[src/rtl/minmax_reduce_sequencer.sv]
// Sequences one min-max reduction job: command -> N operand beats -> one result.
// Latency: result valid the cycle after the last beat (or after the command if len=0).
// Backpressure: valid/ready on cmd, op and res streams; one job in flight, result held until res_ready.
//
// Ports:
//   clk, rst        clock (rising edge), synchronous active-high reset
//   cmd_valid/ready command handshake; cmd_len beats, cmd_init initial accumulator
//   op_valid/ready  operand beat handshake; op_data = {d2,d1,c2,c1,b2,b1,a2,a1}
//   res_valid/ready result handshake; res_data = accumulator
//   busy            high while a job is running or its result is pending
module minmax_reduce_sequencer #(
   parameter int W     = 16,
   parameter int LEN_W = 8
) (
   input  logic               clk,
   input  logic               rst,
   input  logic               cmd_valid,
   output logic               cmd_ready,
   input  logic [LEN_W-1:0]   cmd_len,
   input  logic [W-1:0]       cmd_init,
   input  logic               op_valid,
   output logic               op_ready,
   input  logic [8*W-1:0]     op_data,
   output logic               res_valid,
   input  logic               res_ready,
   output logic [W-1:0]       res_data,
   output logic               busy
);

   typedef enum logic [1:0] {IDLE, RUN, OUT} state_t;

   state_t             state;
   logic [W-1:0]       acc;
   logic [LEN_W-1:0]   cnt;

   logic [W-1:0] a1, a2, b1, b2, c1, c2, d1, d2;
   logic [W-1:0] min_a, min_b, min_c, min_d;
   logic [W-1:0] max_ab, max_cd, beat_v, acc_next;

   assign a1 = op_data[0*W +: W];
   assign a2 = op_data[1*W +: W];
   assign b1 = op_data[2*W +: W];
   assign b2 = op_data[3*W +: W];
   assign c1 = op_data[4*W +: W];
   assign c2 = op_data[5*W +: W];
   assign d1 = op_data[6*W +: W];
   assign d2 = op_data[7*W +: W];

   // Beat reduction tree (unsigned compares): min of lane pairs, max of pairs, min of halves.
   assign min_a    = (a1 < a2) ? a1 : a2;
   assign min_b    = (b1 < b2) ? b1 : b2;
   assign min_c    = (c1 < c2) ? c1 : c2;
   assign min_d    = (d1 < d2) ? d1 : d2;
   assign max_ab   = (min_a > min_b) ? min_a : min_b;
   assign max_cd   = (min_c > min_d) ? min_c : min_d;
   assign beat_v   = (max_ab < max_cd) ? max_ab : max_cd;
   assign acc_next = (acc < beat_v) ? acc : beat_v;

   assign res_data = acc;

   // Handshake outputs are registered alongside the state so they are glitch-free
   // and always match the state decode.
   always_ff @(posedge clk) begin
      if (rst) begin
         state     <= IDLE;
         acc       <= '0;
         cnt       <= '0;
         cmd_ready <= 1'b1;
         op_ready  <= 1'b0;
         res_valid <= 1'b0;
         busy      <= 1'b0;
      end else begin
         case (state)
            IDLE: begin
               if (cmd_valid && cmd_ready) begin
                  acc       <= cmd_init;
                  cnt       <= cmd_len;
                  cmd_ready <= 1'b0;
                  busy      <= 1'b1;
                  if (cmd_len == '0) begin
                     state     <= OUT;
                     res_valid <= 1'b1;
                  end else begin
                     state    <= RUN;
                     op_ready <= 1'b1;
                  end
               end
            end
            RUN: begin
               // cnt is at least 1 in RUN, so the decrement cannot wrap.
               if (op_valid && op_ready && cnt != '0) begin
                  acc <= acc_next;
                  cnt <= cnt - 1'b1;
                  if (cnt == LEN_W'(1)) begin
                     state     <= OUT;
                     op_ready  <= 1'b0;
                     res_valid <= 1'b1;
                  end
               end
            end
            OUT: begin
               if (res_ready) begin
                  state     <= IDLE;
                  res_valid <= 1'b0;
                  busy      <= 1'b0;
                  cmd_ready <= 1'b1;
               end
            end
            default: begin
               state     <= IDLE;
               cmd_ready <= 1'b1;
               op_ready  <= 1'b0;
               res_valid <= 1'b0;
               busy      <= 1'b0;
            end
         endcase
      end
   end

endmodule
[config.mk]
export PLATFORM = sky130hd
export DESIGN_NAME = minmax_reduce_sequencer
export DESIGN_NICKNAME = d
export VERILOG_FILES = /design/src/rtl/minmax_reduce_sequencer.sv
export SDC_FILE = /design/constraint.sdc
export NUM_CORES = 1
export LEC_CHECK = 0
export ABC_AREA = 0
export CAP_MARGIN = 5
export CORE_MARGIN = 1.5
export CORE_UTILIZATION = 50
export CTS_CLUSTER_DIAMETER = 40
export DETAILED_ROUTE_END_ITERATION = 12
export PLACE_DENSITY_LB_ADDON = 0.08
export REMOVE_ABC_BUFFERS = 1
export SYNTH_ARGS = -nofsm -noshare
export SYNTH_HDL_FRONTEND = slang
export SYNTH_SLANG_ARGS = --single-unit
[constraint.sdc]
create_clock -name clk -period 17.5 [get_ports clk]
set_clock_uncertainty 0.1 [all_clocks]
set_input_delay 4.375 -clock clk [delete_from_list [all_inputs] [get_ports clk]]
set_output_delay 4.375 -clock clk [all_outputs]
set_load 0.05 [all_outputs]
==> results.md, run 1 <==
* R2r startpoint: res_data[9]
* Total wire length at 17.4 mm
* HPWL after DPL at 14.4 mm
* Netlist cell types at 66
* DR pass1 iterations at 5
* Leak pwr at 3.93 nW
* Internal Pwr Total at 0.350 mW
* Arr. time, crit path at 15.09 ns
* P&R area growth vs syn at 32.8%
* Final count of pins violating max slew at 0
* Peak supply drop at 0.0583 mV
* Drt wl/cell at 15.5 um
* # rows at 40
* CTS tree: done
* Asr flop ratio synth at 0%
* CP delay by family, top: compound AO/OA/AOI/OAI gates
* Crit-path slowest cell: nor2_2
* Synth Warn # at 0
* Die Span Y at 114 um
* Tmin final at 15.00 ns
* Core Region at 12000 sq um
* Clk sinks at 30
* Crit path max fanout at 33
* Max Freq at 66.7 MHz
* Share of layout cells above drive strength 1 at around 4.8%
* Port-buffer cells at approximately 180
* DR vias at 6530
* Max cap viols at 0
* Slew HR at 23.5%
* Post-route DRC at 0
* CP Launch Type: input pin
* Final estimated routing congestion in global placement at just under 1
* Mapped Cells at 821
* Clock Latency Late Sink at ~0.27 ns
* Clock Pin Slew Worst Setup and Hold Paths at approximately 0.050 ns
* Status: complete, no violations
* # diodes at 0
* Critical Path Sink Type: flip-flop
* Final Setup Violations at 0
* Cells on worst reg2reg path at 12
* Most frequent cells in the layout: clkdlybuf4s50_1, ha_1, inv_1, a21oi_1, mux2i_1
* Number of synthesized register bits at 30
* Max incr delay on CP at 0.90 ns
* CP Class: in2reg
* Total Routing Usage GR at 27.0%
* Max clock buf depth at 2
* Nets at 1254
* Post-Syn Area at 6150 sq um
* WP data required at 17.59 ns
* Clock network fraction of total power at 14.9%
* Iter 0 DRT Violations at 414
* Crit share post-route at between 80% and 90%
* Full die area at 13000 sq um
* WHS Path Cells at 2
* CTS root buffer: clkbuf_16
* EDFF count, synth at 0
* Congestion Overflow GR at 0
* Sequential share of power at 13.7%
* RSZ-0062 raised after global routing: false
* WHS Endpoint: cnt[7]
* Part of the Yosys area used for sequential elements at about a tenth
* Worst slew pin tran at 1.15 ns
* Most numerous cell on the critical path: a21o_1
* Synth Area per Inst at roughly 7.5 sq um
* Commonest non-fill, non-tap cell in the layout: clkdlybuf4s50_1
* Vias/cell at 5.82
* Pwr Total at about 0.67 mW
* Switching Power at 0.319 mW
* Post-route setup TNS at 0 ns
* H-tree Lvls at 2
* Fillers at between 1000 and 1500
* CTS Buf Count at 5
* Logic pwr share at 71.4%
* Power Density at roughly 82 nW/um^2
* Hold Path Class: reg2reg
* Num ports at 177
* Hold Crit Start: cnt[7]
* CP Buf/Inv Count at 2
* Initial Util at ~51%
* Final Hold Fails at 0
* Die width at 114 um
* Cts repair resizes at 0
* Initial antenna violation count at 0
* R2r setup slk at 14.31 ns
* Buffer count from post-CTS setup fixing at 0
* First-pass GRT wire length at 28.7 mm
* Switching share of power at 47.7%
* Number of global-route vias before repair at ~6000
* Top_reg_cell synth: dfxtp_1
* Reg2reg end: res_data[12]
* Hold_buf cts at 0
* Largest net degree at the start of global routing at 45
* Antenna Nets Post-Route at 0
[power groups by stage]
stage	registers [mW]	logic, mW	clock network [mW]
floorplan	0.116	0.299	0
global placement	0.0923	0.461	0
detailed placement	0.0923	0.468	0
CTS	0.0912	0.472	0.101
global route	0.0933	0.529	0.104
finish	0.0915	0.478	0.0997
[final cells by class]
class	count	area, sq um	area share, %
Multi-Input combinational cell	660	5050	61.9
Inverter	98	368	4.51
Sequential cell	30	601	7.36
Tap cell	147	184	2.25
Clock buffer	6	139	1.70
Timing Repair Buffer	180	1790	21.9
Clock inverter	1	30.0	0.368
[sequential cells by signal, summed over array words and instances, names as in the netlist]
| register | flops |
|---|---|
| cmd_ready | 1 |
| cnt | 8 |
| op_ready | 1 |
| res_valid | 1 |
| busy | 1 |
| state | 2 |
| res_data | 16 |
[worst max-delay path by stage]
stage | slack, ns | startpoint | cells past startpoint | to
5_1_grt | 1.62 | op_data[23] | 39 | res_data[10]
6_report | 2.50 | op_data[117] | 40 | res_data[12]
3_5_place_dp | 2.40 | op_data[27] | 38 | res_data[4]
4_1_cts | 2.66 | op_data[27] | 38 | res_data[12]
3_3_place_gp | 2.65 | op_data[27] | 38 | res_data[11]
2_1_floorplan | 3.71 | op_data[27] | 37 | res_data[0]
[stage by stage]
step	setup slack, ns	utilization (%)	area (sq um)	std cells	hold WS [ns]
3_3_place_gp	2.65	66.6	8000	1115	0.378
5_1_grt	1.62	68.0	8170	1122	0.418
4_1_cts	2.66	68.0	8170	1122	0.397
3_5_place_dp	2.40	66.6	8000	1115	0.391
6_report	2.50	68.0	8170	1122	0.390
2_1_floorplan	3.71	-	6010	788	0.359
[cells in the mapped netlist, types with 4 or more instances]
library cell / count / area (sq um)
ha_1: 122 / 1530
a31oi_1: 8 / 50.1
a21o_1: 24 / 180
o211ai_1: 4 / 30.0
nor2b_1: 5 / 31.3
a21oi_1: 87 / 435
nand2b_1: 25 / 156
mux2i_1: 75 / 751
a31o_2: 14 / 123
dfxtp_1: 30 / 601
nor3_1: 6 / 30.0
a211oi_1: 11 / 82.6
nand2_1: 37 / 139
o21a_1: 4 / 30.0
o21ai_0: 54 / 270
buf_1: 4 / 15.0
a221o_1: 4 / 40.0
nand3_1: 15 / 75.1
nor2_1: 70 / 263
nand4_1: 17 / 106
inv_1: 98 / 368
clkbuf_1: 23 / 86.3
o21ai_1: 5 / 25.0
buf_2: 5 / 25.0
a22oi_1: 4 / 30.0
[layer usage]
metal  vias to the layer above  wire length [um]  track usage (%)
met4                         0               261             6.33
met3                        26               912             2.66
li1                       3329                 -                -
met2                       219              8500             49.1
met5                         -                 0                0
met1                      2956              7710             34.2
[worst reg2reg max path: stages, from the launching register on]
cell	delay [ns]
dfxtp_1	0.33
ha_1	0.32
a21o_1	0.16
a21o_1	0.17
a21o_1	0.17
a21o_1	0.17
a21o_1	0.16
a21oi_1	0.13
nor2b_1	0.06
o31ai_1	0.19
o21ai_0	0.28
a31oi_4	0.62
mux2i_1	0.27
[cell families (layout without fill, tap and decap cells)]
| logic type | count (synthesis) | in the layout | share of synthesized area, % |
|---|---|---|---|
| adder cells (fa/ha/maj) | 122 | 122 | 24.8 |
| AO/OA/AOI/OAI | 262 | 262 | 28.4 |
| XOR/XNOR | 2 | 2 | 0.285 |
| AND/OR/NAND/NOR | 196 | 196 | 15.7 |
| buffers and inverters | 131 | 285 | 8.22 |
| multiplexers | 78 | 78 | 12.8 |
| flip-flops | 30 | 30 | 9.77 |
Power figures use the tool's default switching activity.
==> run 2: changes to the inputs <==
--- a/config.mk
+++ b/config.mk
@@ -11,7 +11,7 @@
 export CORE_UTILIZATION = 50
 export CTS_CLUSTER_DIAMETER = 40
 export DETAILED_ROUTE_END_ITERATION = 12
-export PLACE_DENSITY_LB_ADDON = 0.08
+export PLACE_DENSITY = 0.83
 export REMOVE_ABC_BUFFERS = 1
 export SYNTH_ARGS = -nofsm -noshare
 export SYNTH_HDL_FRONTEND = slang
==> run 2 against run 1 <==
  * Count of clock-buffer cells in the layout stayed put
  * Sequential cell count stayed put
  * Sequential power is 0.7% higher
  * Worst hold slack better by 0.010 ns
  * Worst setup slack better by 0.30 ns
  * Clock power is 12% lower
  * Critical path type unchanged
==> results.md, run 2 (synthesized netlist as in run 1, its figures left out) <==
* Status: complete, no violations
* First-pass GRT wire length at 29.2 mm (+1.5%)
* Full die area at 13000 sq um (unchanged)
* Buffer count from post-CTS setup fixing at 0 (unchanged)
* Core Region at 12000 sq um (unchanged)
* H-tree Lvls at 2 (unchanged)
* Post-route DRC at 0 (unchanged)
* Largest net degree at the start of global routing at 45 (unchanged)
* Worst slew pin tran at 1.14 ns (-0.00809 ns)
* Max clock buf depth at 2 (unchanged)
* Final count of pins violating max slew at 0 (unchanged)
* Cell Count Post-Placement at 1118 (+0.27%)
* CP delay by family, top: compound AO/OA/AOI/OAI gates
* Crit-path slowest cell: o22ai_2
* Antenna Nets Post-Route at 0 (unchanged)
* Number of global-route vias before repair at 6406 (+3.9%)
* Clock Pin Slew Worst Setup and Hold Paths at 0.06 ns (about the same)
* WP data required at 17.59 ns (about the same)
* Port-buffer cells at 176 (unchanged)
* # diodes at 0 (unchanged)
* CP Launch Type: input pin
* Die Span Y at 114 um (unchanged)
* Crit path max fanout at 26 (-21%)
* DP Worst Slack at 2.74 ns (+0.338 ns)
* DR pass1 iterations at 5 (unchanged)
* Initial Util at 51.2% (unchanged)
* Arr. time, crit path at 14.79 ns (-0.30 ns)
* Most numerous cell on the critical path: a21o_1
* Commonest non-fill, non-tap cell in the layout: clkdlybuf4s50_1
* Crit share post-route at 84.0% (-1.7 points)
* Slew HR at 24.1% (+0.62 points)
* Hold Path Class: reg2reg
* Initial antenna violation count at 0 (unchanged)
* RSZ-0062 raised after global routing: false
* Leak pwr at 3.94 nW (+0.10%)
* Most frequent cells in the layout: clkdlybuf4s50_1, ha_1, inv_1, a21oi_1, mux2i_1
* DR vias at 6673 (+2.2%)
* Total Routing Usage GR at 27.1% (+0.10 points)
* Congestion Overflow GR at 0 (unchanged)
* Total wire length at 18.0 mm (+3.8%)
* CP Buf/Inv Count at 4 (+2)
* HPWL after DPL at 14.9 mm (+3.3%)
* Critical Path Sink Type: flip-flop
* Power Density at 81.3 nW/um^2 (-0.71%)
* Peak supply drop at 0.0448 mV (-23%)
* Final cell count without fillers at 1126 (+0.36%)
* Nets at 1257 (+0.24%)
* Final Util at 68.0% (about the same)
* Cts repair resizes at 0 (unchanged)
* P&R area growth vs syn at 32.8% (about the same)
* Max FFs per register at 16 (unchanged)
* Max incr delay on CP at 0.86 ns (-0.04 ns)
* Final Hold Fails at 0 (unchanged)
* Hold_buf cts at 0 (unchanged)
* Tmin final at 14.70 ns (-0.301 ns)
* Clock Latency Late Sink at 0.28 ns (about the same)
* Iter 0 DRT Violations at 451 (+8.9%)
* Max Freq at 68.0 MHz (+2.0%)
* Max cap viols at 0 (unchanged)
* Vias/cell at 5.93 (+1.8%)
* CTS tree: done
* Die width at 114 um (unchanged)
* Share of layout cells above drive strength 1 at 5.11% (+0.29 points)
* CP Class: in2reg
* Clk sinks at 30 (unchanged)
* Post-route setup TNS at 0 ns (unchanged)
* # rows at 40 (unchanged)
* Final estimated routing congestion in global placement at 0.947 (-2.2%)
* CTS Buf Count at 5 (unchanged)
* Final worst setup slack at 2.80 ns (+0.301 ns)
* CTS root buffer: clkbuf_16
* Drt wl/cell at 16.0 um (+3.4%)
* Final Setup Violations at 0 (unchanged)
* Num ports at 177 (unchanged)
-- run 2: routing by layer --
metal	share of wire, %	vias up	global-route usage (%)	wire (um)
met5	0	-	0	0
met4	2.8	0	8.58	504
met3	6.3	41	3.40	1140
met2	48	264	49.2	8670
met1	43	3018	33.1	7730
li1	-	3350	-	-
-- run 2: stage by stage --
| step | hold slack [ns] | power (mW) | area (sq um) |
|---|---|---|---|
| 6_report | 0.401 | 0.664 | 8170 |
| 5_1_grt | 0.426 | 0.715 | 8170 |
| 4_1_cts | 0.398 | 0.656 | 8170 |
| 3_5_place_dp | 0.391 | 0.565 | 8020 |
| 3_3_place_gp | 0.379 | 0.554 | 8020 |
| 2_1_floorplan | 0.359 | 0.415 | 6010 |
-- run 2: final cells by class --
class,count,area [sq um]
repair buffers,183,1810
multi-input cells,660,5050
well taps,147,184
flip-flops and latches,30,601
fillers,1010,3840
clock buffers,6,139
inverters,98,368
clock inverters,2,12.5
-- run 2: path summary, 6_finish.rpt --
check	from	to	slack, ns	depth (start not counted)
setup / recovery	op_data[27]	res_data[7]	2.80	39
hold / removal	cnt[7]	cnt[7]	0.40	2
setup reg to reg	res_data[9]	res_data[7]	14.20	12
hold reg to reg	cnt[7]	cnt[7]	0.40	2
-- run 2: report_power, final --
part           switching [mW]  leakage (nW)  internal (mW)
registers              0.0126         0.246         0.0795
clock network          0.0314        0.0729         0.0562
logic                   0.281          3.62          0.203
-- run 2: worst register-to-register path, cell delays in order (launching register included) --
cell     delay [ns]
dfxtp_1        0.33
ha_1           0.32
a21o_1         0.16
a21o_1         0.17
a21o_1         0.17
a21o_1         0.17
a21o_1         0.17
a21oi_1        0.14
nor2b_1        0.06
o31ai_1        0.22
o21ai_0        0.31
a31oi_4        0.64
mux2i_1        0.27
==> run 3: changes to the inputs <==
==> constraint.sdc (replaced) <==
create_clock -name clk -period 14.7 [get_ports clk]
set_clock_uncertainty 0.1 [all_clocks]
set_input_delay 3.675 -clock clk [delete_from_list [all_inputs] [get_ports clk]]
set_output_delay 3.675 -clock clk [all_outputs]
set_load 0.05 [all_outputs]
==> run 3 against run 2 <==
  * Global-route usage rose by 0.37 points
  * Critical endpoint is now res_data[8]
  * Cell count rose by 0.18%
  * Sequential share of layout area about the same
  * Die area unchanged
  * Non-clock buffer count grew 2
  * Clock power increased by 19%
  * Sequential power grew 18%
  * Largest cell class unchanged
==> results.md, run 3 (synthesized netlist as in run 1, its figures left out) <==
* Initial Util at 51.2% (unchanged)
* DR vias at 6604 (-1.0%)
* Max Freq at 72.4 MHz
* Most numerous cell on the critical path: a21o_1
* Max clock buf depth at 2 (unchanged)
* Core Region at 12000 sq um (unchanged)
* H-tree Lvls at 2 (unchanged)
* Hold_buf cts at 0 (unchanged)
* Congestion Overflow GR at 0 (unchanged)
* Clock network fraction of total power at 13.2% (about the same)
* Placement Cell Area at 8030 sq um (+0.19%)
* Share of layout cells above drive strength 1 at 5.30% (+0.19 points)
* Buffer count from post-CTS setup fixing at 0 (unchanged)
* Final count of pins violating max slew at 0 (unchanged)
* CP Buf/Inv Count at 2 (-2)
* Leak pwr at 3.94 nW (+0.25%)
* Final Setup Violations at 0 (unchanged)
* # rows at 40 (unchanged)
* CP delay by family, top: compound AO/OA/AOI/OAI gates
* Status: complete, no violations
* CP Launch Type: input pin
* Tmin final at 13.82 ns
* Initial antenna violation count at 0 (unchanged)
* Clk sinks at 30 (unchanged)
* Hold Path Class: reg2reg
* Final Hold Fails at 0 (unchanged)
* Largest net degree at the start of global routing at 45 (unchanged)
* First-pass GRT wire length at 29.3 mm (+0.61%)
* Final worst setup slack at 0.882 ns (-1.92 ns)
* Clock Pin Slew Worst Setup and Hold Paths at 0.06 ns (about the same)
* Max FFs per register at 16 (unchanged)
* Switching Power at 0.386 mW (+19%)
* RSZ-0062 raised after global routing: false
* Slew HR at 23.7% (-0.39 points)
* Die Span Y at 114 um (unchanged)
* Finished layout cell area at 8180 sq um (+0.18%)
* Most frequent cells in the layout: clkdlybuf4s50_1, ha_1, inv_1, a21oi_1, mux2i_1
* Total Routing Usage GR at 27.4% (+0.37 points)
* Clock Latency Late Sink at 0.28 ns (about the same)
* Post-route setup TNS at 0 ns (unchanged)
* # diodes at 0 (unchanged)
* Number of global-route vias before repair at 6304 (-1.6%)
* Switching share of power at 48.9% (about the same)
* DP Worst Slack at 0.854 ns (-1.88 ns)
* Port-buffer cells at 176 (unchanged)
* Total wire length at 18.0 mm (-0.18%)
* Max incr delay on CP at 0.88 ns (+0.02 ns)
* CTS tree: done
* Crit path max fanout at 33 (+27%)
* Die width at 114 um (unchanged)
* Critical Path Sink Type: flip-flop
* Sequential share of power at 13.8% (about the same)
* CP Class: in2reg
* Internal Pwr Total at 0.403 mW (+19%)
* DR pass1 iterations at 6 (+1)
* Num ports at 177 (unchanged)
* Peak supply drop at 0.0522 mV (+16%)
* Cts repair resizes at 0 (unchanged)
* Iter 0 DRT Violations at 326 (-28%)
* Final estimated routing congestion in global placement at 1.01 (+6.5%)
* Worst slew pin tran at 1.14 ns (+0.00461 ns)
* Power Density at 96.4 nW/um^2 (+18%)
* CTS root buffer: clkbuf_16
* Crit share post-route at a little over nine tenths
* Drt wl/cell at 16.0 um (-0.35%)
* Logic pwr share at 73.0% (about the same)
* WP data required at 14.79 ns (-2.80 ns)
* Antenna Nets Post-Route at 0 (unchanged)
* Max cap viols at 0 (unchanged)
* Arr. time, crit path at 13.91 ns (-0.88 ns)
* Full die area at 13000 sq um (unchanged)
* Vias/cell at 5.85 (-1.2%)
* HPWL after DPL at 15.1 mm (+1.5%)
* Post-route DRC at 0 (unchanged)
* Commonest non-fill, non-tap cell in the layout: clkdlybuf4s50_1
* P&R area growth vs syn at 33.1%
* Crit-path slowest cell: nor2_2
* CTS Buf Count at 5 (unchanged)
* Nets at 1259 (+0.16%)
[run 3: cell types whose count changed in the layout (fill, tap and decap cells not counted), sizes merged]
cell,before,now
buf,7,9
[run 3: stage by stage]
stage	power [mW]	hold slack (ns)	instances	util, %
detailed placement	0.673	0.395	1120	66.9
finish	0.789	0.396	1128	68.1
floorplan	0.494	0.359	788	-
global placement	0.662	0.382	1120	66.9
CTS	0.781	0.400	1128	68.1
global route	0.858	0.425	1128	68.1
[run 3: power by group through the flow]
stage          registers (mW)  logic (mW)  clock network (mW)
2_1_floorplan           0.138       0.356                   0
3_3_place_gp            0.110       0.553                   0
3_5_place_dp            0.110       0.564                   0
4_1_cts                 0.108       0.569               0.104
5_1_grt                 0.111       0.639               0.108
6_report                0.109       0.576               0.104
[run 3: final timing paths]
path,startpoint,end,slack (ns),cells after the start
worst max register to register,res_data[9],res_data[8],11.47,12
worst max-delay path,op_data[113],res_data[8],0.88,39
worst min register to register,cnt[7],cnt[7],0.40,2
worst min-delay path,cnt[7],cnt[7],0.40,2
[run 3: cell type report]
cell class / instances / area (sq um)
multi-input combinational: 660 / 5050
clock inverter: 2 / 12.5
fill: 1018 / 3830
sequential: 30 / 601
tap: 147 / 184
clock buffer: 6 / 139
timing repair buffer: 185 / 1830
inverter: 98 / 368
[run 3: per-layer routing]
metal / GRT usage [%] / part of all wire (%) / vias to the layer above
li1: - / - / 3343
met1: 34.3 / 44 / 2964
met2: 48.5 / 46 / 255
met3: 3.35 / 6.5 / 42
met4: 9.75 / 3.5 / 0
met5: 0 / 0 / -
[run 3: worst reg2reg max path: cells and delay by family, from the launching register on]
family / cells / cell delay (ns)
muxes: 1 / 0.28
DFF: 1 / 0.33
AOI/OAI and AO/OA: 9 / 2.06
and+or+nand+nor: 1 / 0.06
adders and majority gates: 1 / 0.31
